==> src/rtl/uart_rx_packer.sv <==
// uart_rx_packer: oversampled UART receiver that packs serial bytes, MSB-first,
// into a NUM_WORDS x WORD_W operand packet and offers it on a valid/ready port.
// Optional feature macro: UART_RX_PARITY_EN (adds a parity bit after the data bits).
//
// state   | meaning
// --------+------------------------------------------------------------------
// S_IDLE  | line idle, waiting for synced Rx low
// S_START | qualifying the start bit; a high majority is a false start
// S_DATA  | sampling DATA_BITS data bits, LSB first
// S_PARITY| sampling the parity bit (UART_RX_PARITY_EN only)
// S_STOP  | sampling the stop bit, then commit or drop the byte

module uart_rx_packer #(
    parameter int OVERSAMPLE = 16,
    parameter int DATA_BITS  = 8,
    parameter int WORD_W     = 32,
    parameter int NUM_WORDS  = 2,
    parameter int PARITY_ODD = 0
) (
    input  logic                          clk_50m,
    input  logic                          rst_n,
    input  logic                          clken,
    input  logic                          Rx,
    output logic [NUM_WORDS*WORD_W-1:0]   out_data,
    output logic                          out_valid,
    input  logic                          out_ready,
    output logic                          frame_err,
    output logic                          parity_err,
    output logic                          overrun
);

    localparam int TOT    = NUM_WORDS * WORD_W;
    localparam int NBYTES = TOT / DATA_BITS;
    localparam int BCW    = (NBYTES > 1) ? $clog2(NBYTES) : 1;
    localparam int BIW    = (DATA_BITS > 1) ? $clog2(DATA_BITS) : 1;
    localparam int CW     = $clog2(OVERSAMPLE + 1);
    localparam int MID    = OVERSAMPLE / 2;

    typedef enum logic [2:0] {
        S_IDLE,
        S_START,
        S_DATA,
        S_PARITY,
        S_STOP
    } state_t;

    logic                 r_rx_meta;
    logic                 r_rx_sync;
    state_t               r_state;
    logic [CW-1:0]        r_cnt;
    logic [BIW-1:0]       r_bit_idx;
    logic [1:0]           r_votes;
    logic [DATA_BITS-1:0] r_scratch;
    logic [BCW-1:0]       r_byte_cnt;
    logic [TOT-1:0]       r_pack;
    logic [TOT-1:0]       r_out_data;
    logic                 r_out_valid;
    logic                 r_frame_err;
    logic                 r_overrun;
`ifdef UART_RX_PARITY_EN
    logic                 r_parity_err;
    logic                 r_par_bad;
`endif

    logic [CW-1:0]        w_cnt_n;
    logic [CW-1:0]        w_win_lo;
    logic [CW-1:0]        w_win_hi;
    logic                 w_sample;
    logic                 w_decide;
    logic                 w_bit;
    logic                 w_last;
    logic                 w_accept;
    logic [TOT-1:0]       w_pack_nxt;

    // Start bit is timed from the detected falling edge; later bits are timed
    // from the previous decision, which sits one tick past a bit centre, so a
    // full bit period later lands one tick past the next centre.
    always_comb begin
        w_cnt_n  = r_cnt + 1'b1;
        w_win_lo = (r_state == S_START) ? CW'(MID - 1) : CW'(OVERSAMPLE - 2);
        w_win_hi = (r_state == S_START) ? CW'(MID + 1) : CW'(OVERSAMPLE);
        w_sample = (w_cnt_n >= w_win_lo) && (w_cnt_n < w_win_hi);
        w_decide = (w_cnt_n == w_win_hi);
        w_bit    = (r_votes[1] & r_votes[0]) | (r_votes[1] & r_rx_sync) |
                   (r_votes[0] & r_rx_sync);
        w_last   = (r_byte_cnt == BCW'(NBYTES - 1));
        w_accept = r_out_valid & out_ready;
    end

    // Packet image with the byte currently in scratch dropped into its slot.
    always_comb begin
        w_pack_nxt = r_pack;
        for (int k = 0; k < NBYTES; k++) begin
            if (r_byte_cnt == BCW'(k)) begin
                w_pack_nxt[TOT-1-k*DATA_BITS -: DATA_BITS] = r_scratch;
            end
        end
    end

    // Two-flop synchroniser on the asynchronous serial line; idles high.
    always_ff @(posedge clk_50m or negedge rst_n) begin
        if (!rst_n) begin
            r_rx_meta <= 1'b1;
            r_rx_sync <= 1'b1;
        end else begin
            r_rx_meta <= Rx;
            r_rx_sync <= r_rx_meta;
        end
    end

    // Receive FSM, byte packer and output handshake.
    always_ff @(posedge clk_50m or negedge rst_n) begin
        if (!rst_n) begin
            r_state      <= S_IDLE;
            r_cnt        <= '0;
            r_bit_idx    <= '0;
            r_votes      <= '0;
            r_scratch    <= '0;
            r_byte_cnt   <= '0;
            r_pack       <= '0;
            r_out_data   <= '0;
            r_out_valid  <= 1'b0;
            r_frame_err  <= 1'b0;
            r_overrun    <= 1'b0;
`ifdef UART_RX_PARITY_EN
            r_parity_err <= 1'b0;
            r_par_bad    <= 1'b0;
`endif
        end else begin
            r_frame_err  <= 1'b0;
            r_overrun    <= 1'b0;
`ifdef UART_RX_PARITY_EN
            r_parity_err <= 1'b0;
`endif
            if (w_accept) begin
                r_out_valid <= 1'b0;
            end
            if (clken) begin
                if (r_state != S_IDLE) begin
                    r_cnt <= w_cnt_n;
                    if (w_sample) begin
                        r_votes <= {r_votes[0], r_rx_sync};
                    end
                end
                case (r_state)
                    S_IDLE: begin
                        if (!r_rx_sync) begin
                            r_state <= S_START;
                            r_cnt   <= '0;
                        end
                    end
                    S_START: begin
                        if (w_decide) begin
                            r_cnt <= '0;
                            if (w_bit) begin
                                r_state <= S_IDLE;
                            end else begin
                                r_state   <= S_DATA;
                                r_bit_idx <= '0;
                            end
                        end
                    end
                    S_DATA: begin
                        if (w_decide) begin
                            r_cnt                <= '0;
                            r_scratch[r_bit_idx] <= w_bit;
                            if (r_bit_idx == BIW'(DATA_BITS - 1)) begin
`ifdef UART_RX_PARITY_EN
                                r_state <= S_PARITY;
`else
                                r_state <= S_STOP;
`endif
                            end else begin
                                r_bit_idx <= r_bit_idx + 1'b1;
                            end
                        end
                    end
`ifdef UART_RX_PARITY_EN
                    S_PARITY: begin
                        if (w_decide) begin
                            r_cnt     <= '0;
                            r_par_bad <= ((^r_scratch) ^ w_bit) != (PARITY_ODD != 0);
                            r_state   <= S_STOP;
                        end
                    end
`endif
                    S_STOP: begin
                        if (w_decide) begin
                            r_cnt   <= '0;
                            r_state <= S_IDLE;
                            if (!w_bit) begin
                                r_frame_err <= 1'b1;
                            end
`ifdef UART_RX_PARITY_EN
                            else if (r_par_bad) begin
                                r_parity_err <= 1'b1;
                            end
`endif
                            else begin
                                r_pack <= w_pack_nxt;
                                if (w_last) begin
                                    r_byte_cnt <= '0;
                                    if (!r_out_valid || out_ready) begin
                                        r_out_data  <= w_pack_nxt;
                                        r_out_valid <= 1'b1;
                                    end else begin
                                        r_overrun <= 1'b1;
                                    end
                                end else begin
                                    r_byte_cnt <= r_byte_cnt + 1'b1;
                                end
                            end
                        end
                    end
                    default: begin
                        r_state <= S_IDLE;
                        r_cnt   <= '0;
                    end
                endcase
            end
        end
    end

    assign out_data  = r_out_data;
    assign out_valid = r_out_valid;
    assign frame_err = r_frame_err;
    assign overrun   = r_overrun;
`ifdef UART_RX_PARITY_EN
    assign parity_err = r_parity_err;
`else
    assign parity_err = 1'b0;
`endif

endmodule
==> config.mk <==
export PLATFORM = sky130hd
export DESIGN_NAME = uart_rx_packer
export DESIGN_NICKNAME = d
export VERILOG_FILES = /design/src/rtl/uart_rx_packer.sv
export SDC_FILE = /design/constraint.sdc
export NUM_CORES = 1
export LEC_CHECK = 0
export ABC_CLOCK_PERIOD_IN_PS = 6500
export CAP_MARGIN = 25
export CORE_MARGIN = 8
export CORE_UTILIZATION = 30
export CTS_BUF_LIST = sky130_fd_sc_hd__clkbuf_8
export DETAILED_ROUTE_END_ITERATION = 10
export GPL_ROUTABILITY_DRIVEN = 0
export PLACE_DENSITY = 0.56
export SETUP_SLACK_MARGIN = 0.2
export SLEW_MARGIN = 20
export SYNTH_ARGS = -nofsm -noshare
export SYNTH_HDL_FRONTEND = slang
export SYNTH_SLANG_ARGS = --single-unit
==> constraint.sdc <==
create_clock -name clk_50m -period 6.5 [get_ports clk_50m]
set_input_delay 0.975 -clock clk_50m [delete_from_list [all_inputs] [get_ports clk_50m]]
set_output_delay 0.975 -clock clk_50m [all_outputs]
set_load 0.05 [all_outputs]
==> impl_metrics.yaml <==
run_status:
  outcome: "finished clean"
layout:
  drive_gt1_frac: 0.197
  fin_nets: 628
  seqCellArea_sq_um: 3730
  syn_to_final_growth_pct: 19.4
  layout_common_cells: "147 x dfrtp_1, 108 x o21ai_0, 70 x clkdlybuf4s50_1, 69 x mux2_2, 59 x mux2i_1"
  antenna_cells: 0
  layout_commonest_cell: "dfrtp_1"
  nFillCells: 2166
  stdcell_count: 908
  multi_input_area_sq_um: 2880
place:
  port-buffer-count: 71
  dp_cells: 874
  pre_cts_slack_ps: 2610
  place_hpwl_um: 10300
synth:
  synth_top_family_by_area: "multiplexers"
  synth_ff_type: "dfrtp_1"
  synth_top_area_frac: 0.539
  syn_area_sq_um: 6830
  syn_inst: 558
  synth-xor-area-share: 0.00623
  avgSynthCellArea_sq_um: 12.2
  synth_compound_area_frac: 0.103
  yosysTopAreaCell: "dfrtp_1"
  synth_seq_area_share: 0.546
  ys_async_sr_fraction: 1.00
  synth-edff-count: 0
  synth_warnings: 0
  synth_nets: 576
  synthSimpleGateAreaFrac: 0.0702
  synth_area_leaders: "dfrtp_1 54%, mux2_2 11%, mux2i_1 8.6%"
  ys_seq_elements: 149
  synthAdderAreaFrac: 0.0253
  yosysUniqueCellTypes: 55
  synth.area.mux_share: 0.216
worst_setup_path:
  start_kind: "flop"
  path_class: "flop to flop"
  slowest_delay_ps: 490
  path_cells: "ha_1 > nand3_1 > xor2_1 > inv_1 > ha_1 > and4b_1 > nand4_2 > buf_4 > or2_2 > buf_12 > mux2_2"
  cpMostUsedCell: "ha_1"
  arrival_ps: 3880
  cp.required_ps: 6850
  cp_slowest_cell: "buf_4"
  endpoint_kind: "flop"
  crit_fanout: 62
global_route:
  grt_overflow: 0
  grt_use_total: 0.119
  grt_max_degree: 80
  grt_antenna_before_repair: 0
  grt_pass1_wl_um: 26200
  grt_pass1_vias: 4713
pwr:
  ir_drop_v: 0.000146
  powerDensity_nw_per_um2: 246
  p_leak_uw: 0.00388
clock_network:
  cts_resized: 0
  clk_pin_slew_ps: 80
  cts_hold_buffers: 0
  clk_latency_ps: 460
  tritoncts: "built"
  h-tree-depth: 4
  ctsRootBufferMaster: "clkbuf_8"
  cts_setup_buffers: 0
  numCtsBuffers: 17
  cts_buffer_depth: 2
  cts_sinks: 149
sta:
  tns_ps: 0
  min_period_ps: 3530
  drv_slew: 0
  worst_pin_slew_ps: 886
  setup_ws_ps: 2970
  hold_ws_ps: 372
  max_slew_margin: 0.409
  rsz0062_at_grt: "no"
  finalCritPeriodShare: 0.544
  hold_violations: 0
  timing.fmax_ghz: 0.283
  finalSetupViolCount: 0
  finClkSkew_ps: 16.1
job:
  drv_cap: 0
drt:
  drt_first_iter_violations: 300
  wl_per_cell_um: 17.5
  drt-total-wl_um: 15900
  first_pass_iters: 6
  via_per_inst: 4.95
  final_antenna_net_count: 0
  drc: 0
  vias: 4491
floorplan:
  core-area_sq_um: 22500
  ioPinCount: 73
  die_y_um: 167
  die_area_sq_um: 27900
  rows: 55
  die_w_um: 167
  initial_utilization: 0.304
hold_path:
  hold_class: "flop to flop"
[per-layer routing]
layer	vias up	track usage	wire length [um]
met5	-	0	0
met4	0	0.0462	297
met3	20	0.0350	758
met2	95	0.195	7730
met1	2273	0.144	7150
li1	2103	-	-
[metrics by stage]
stage	power [uW]	area, sq um	utilization
after floorplan	1250	6830	-
after global placement	1320	7740	0.344
after detailed placement	1340	7740	0.344
after CTS	2030	8110	0.361
after global routing	2100	8150	0.362
final	2000	8150	0.362
[flip-flops by register name (all words and copies together) (netlist names)]
signal      cells
out_data       64
r_byte_cnt      3
r_rx_meta       1
r_votes         2
r_state         3
r_cnt           5
frame_err       1
r_bit_idx       3
overrun         1
r_pack         56
out_valid       1
r_rx_sync       1
r_scratch       8
[synthesized netlist by cell type (2+ instances only)]
library cell    n
a21oi_1         3
buf_1          12
buf_2           5
clkbuf_1       24
dfrtp_1       147
dfstp_2         2
ha_1           13
inv_1          11
mux2_1          8
mux2_2         69
mux2i_1        59
nand2_1        19
nand2b_1        3
nand3_1         3
nand4_1         3
nor2_1          7
nor3_1          2
nor3b_1         2
nor4_1          6
nor4_4          6
o21a_1          2
o21ai_0       108
o21ai_1        10
or3_1           2
xor2_1          2
[critical path: cells and delay by family, from the launching register on]
family | cells | cell delay (ps)
AND/OR/NAND/NOR | 4 | 920
buffers and inverters | 3 | 820
adder cells (fa/ha/maj) | 2 | 580
flip-flops | 1 | 440
multiplexers | 1 | 360
XOR/XNOR | 1 | 260
[area by class of cell]
| class | count | share of cell area |
|---|---|---|
| sequential | 149 | 0.458 |
| clock inverter | 13 | 0.0134 |
| multi-input combinational | 354 | 0.353 |
| timing repair buffer | 76 | 0.0950 |
| tap | 285 | 0.0437 |
| clock buffer | 19 | 0.0321 |
| inverter | 12 | 0.00552 |
[report_power, final]
| group | internal (uW) | switching [uW] | total [uW] |
|---|---|---|---|
| registers | 959 | 62.5 | 1020 |
| clock network | 320 | 358 | 678 |
| logic | 111 | 192 | 303 |
| total | 1390 | 613 | 2000 |
[path summary, 6_finish.rpt]
kind | to | startpoint | depth (start not counted) | slack [ps]
min reg2reg | r_rx_sync | r_rx_meta | 0 | 370
max in group asynchronous | r_pack[43] | rst_n | 3 | 4730
max reg2reg | out_data[2] | r_cnt[0] | 11 | 2970
min | r_rx_sync | r_rx_meta | 0 | 370
min in group asynchronous | r_cnt[3] | rst_n | 1 | 530
max | out_data[2] | r_cnt[0] | 11 | 2970
[cells by family (layout without fill, tap and decap cells)]
group                    count (synthesis)  in the layout
flip-flops                             149            149
multiplexers                           137            137
AO/OA/AOI/OAI                          132            132
AND/OR/NAND/NOR                         66             66
buffers and inverters                   55            120
adder cells (fa/ha/maj)                 14             14
XOR/XNOR                                 4              4
other                                    1              1
Note: power is estimated with default switching activity, not from simulation.
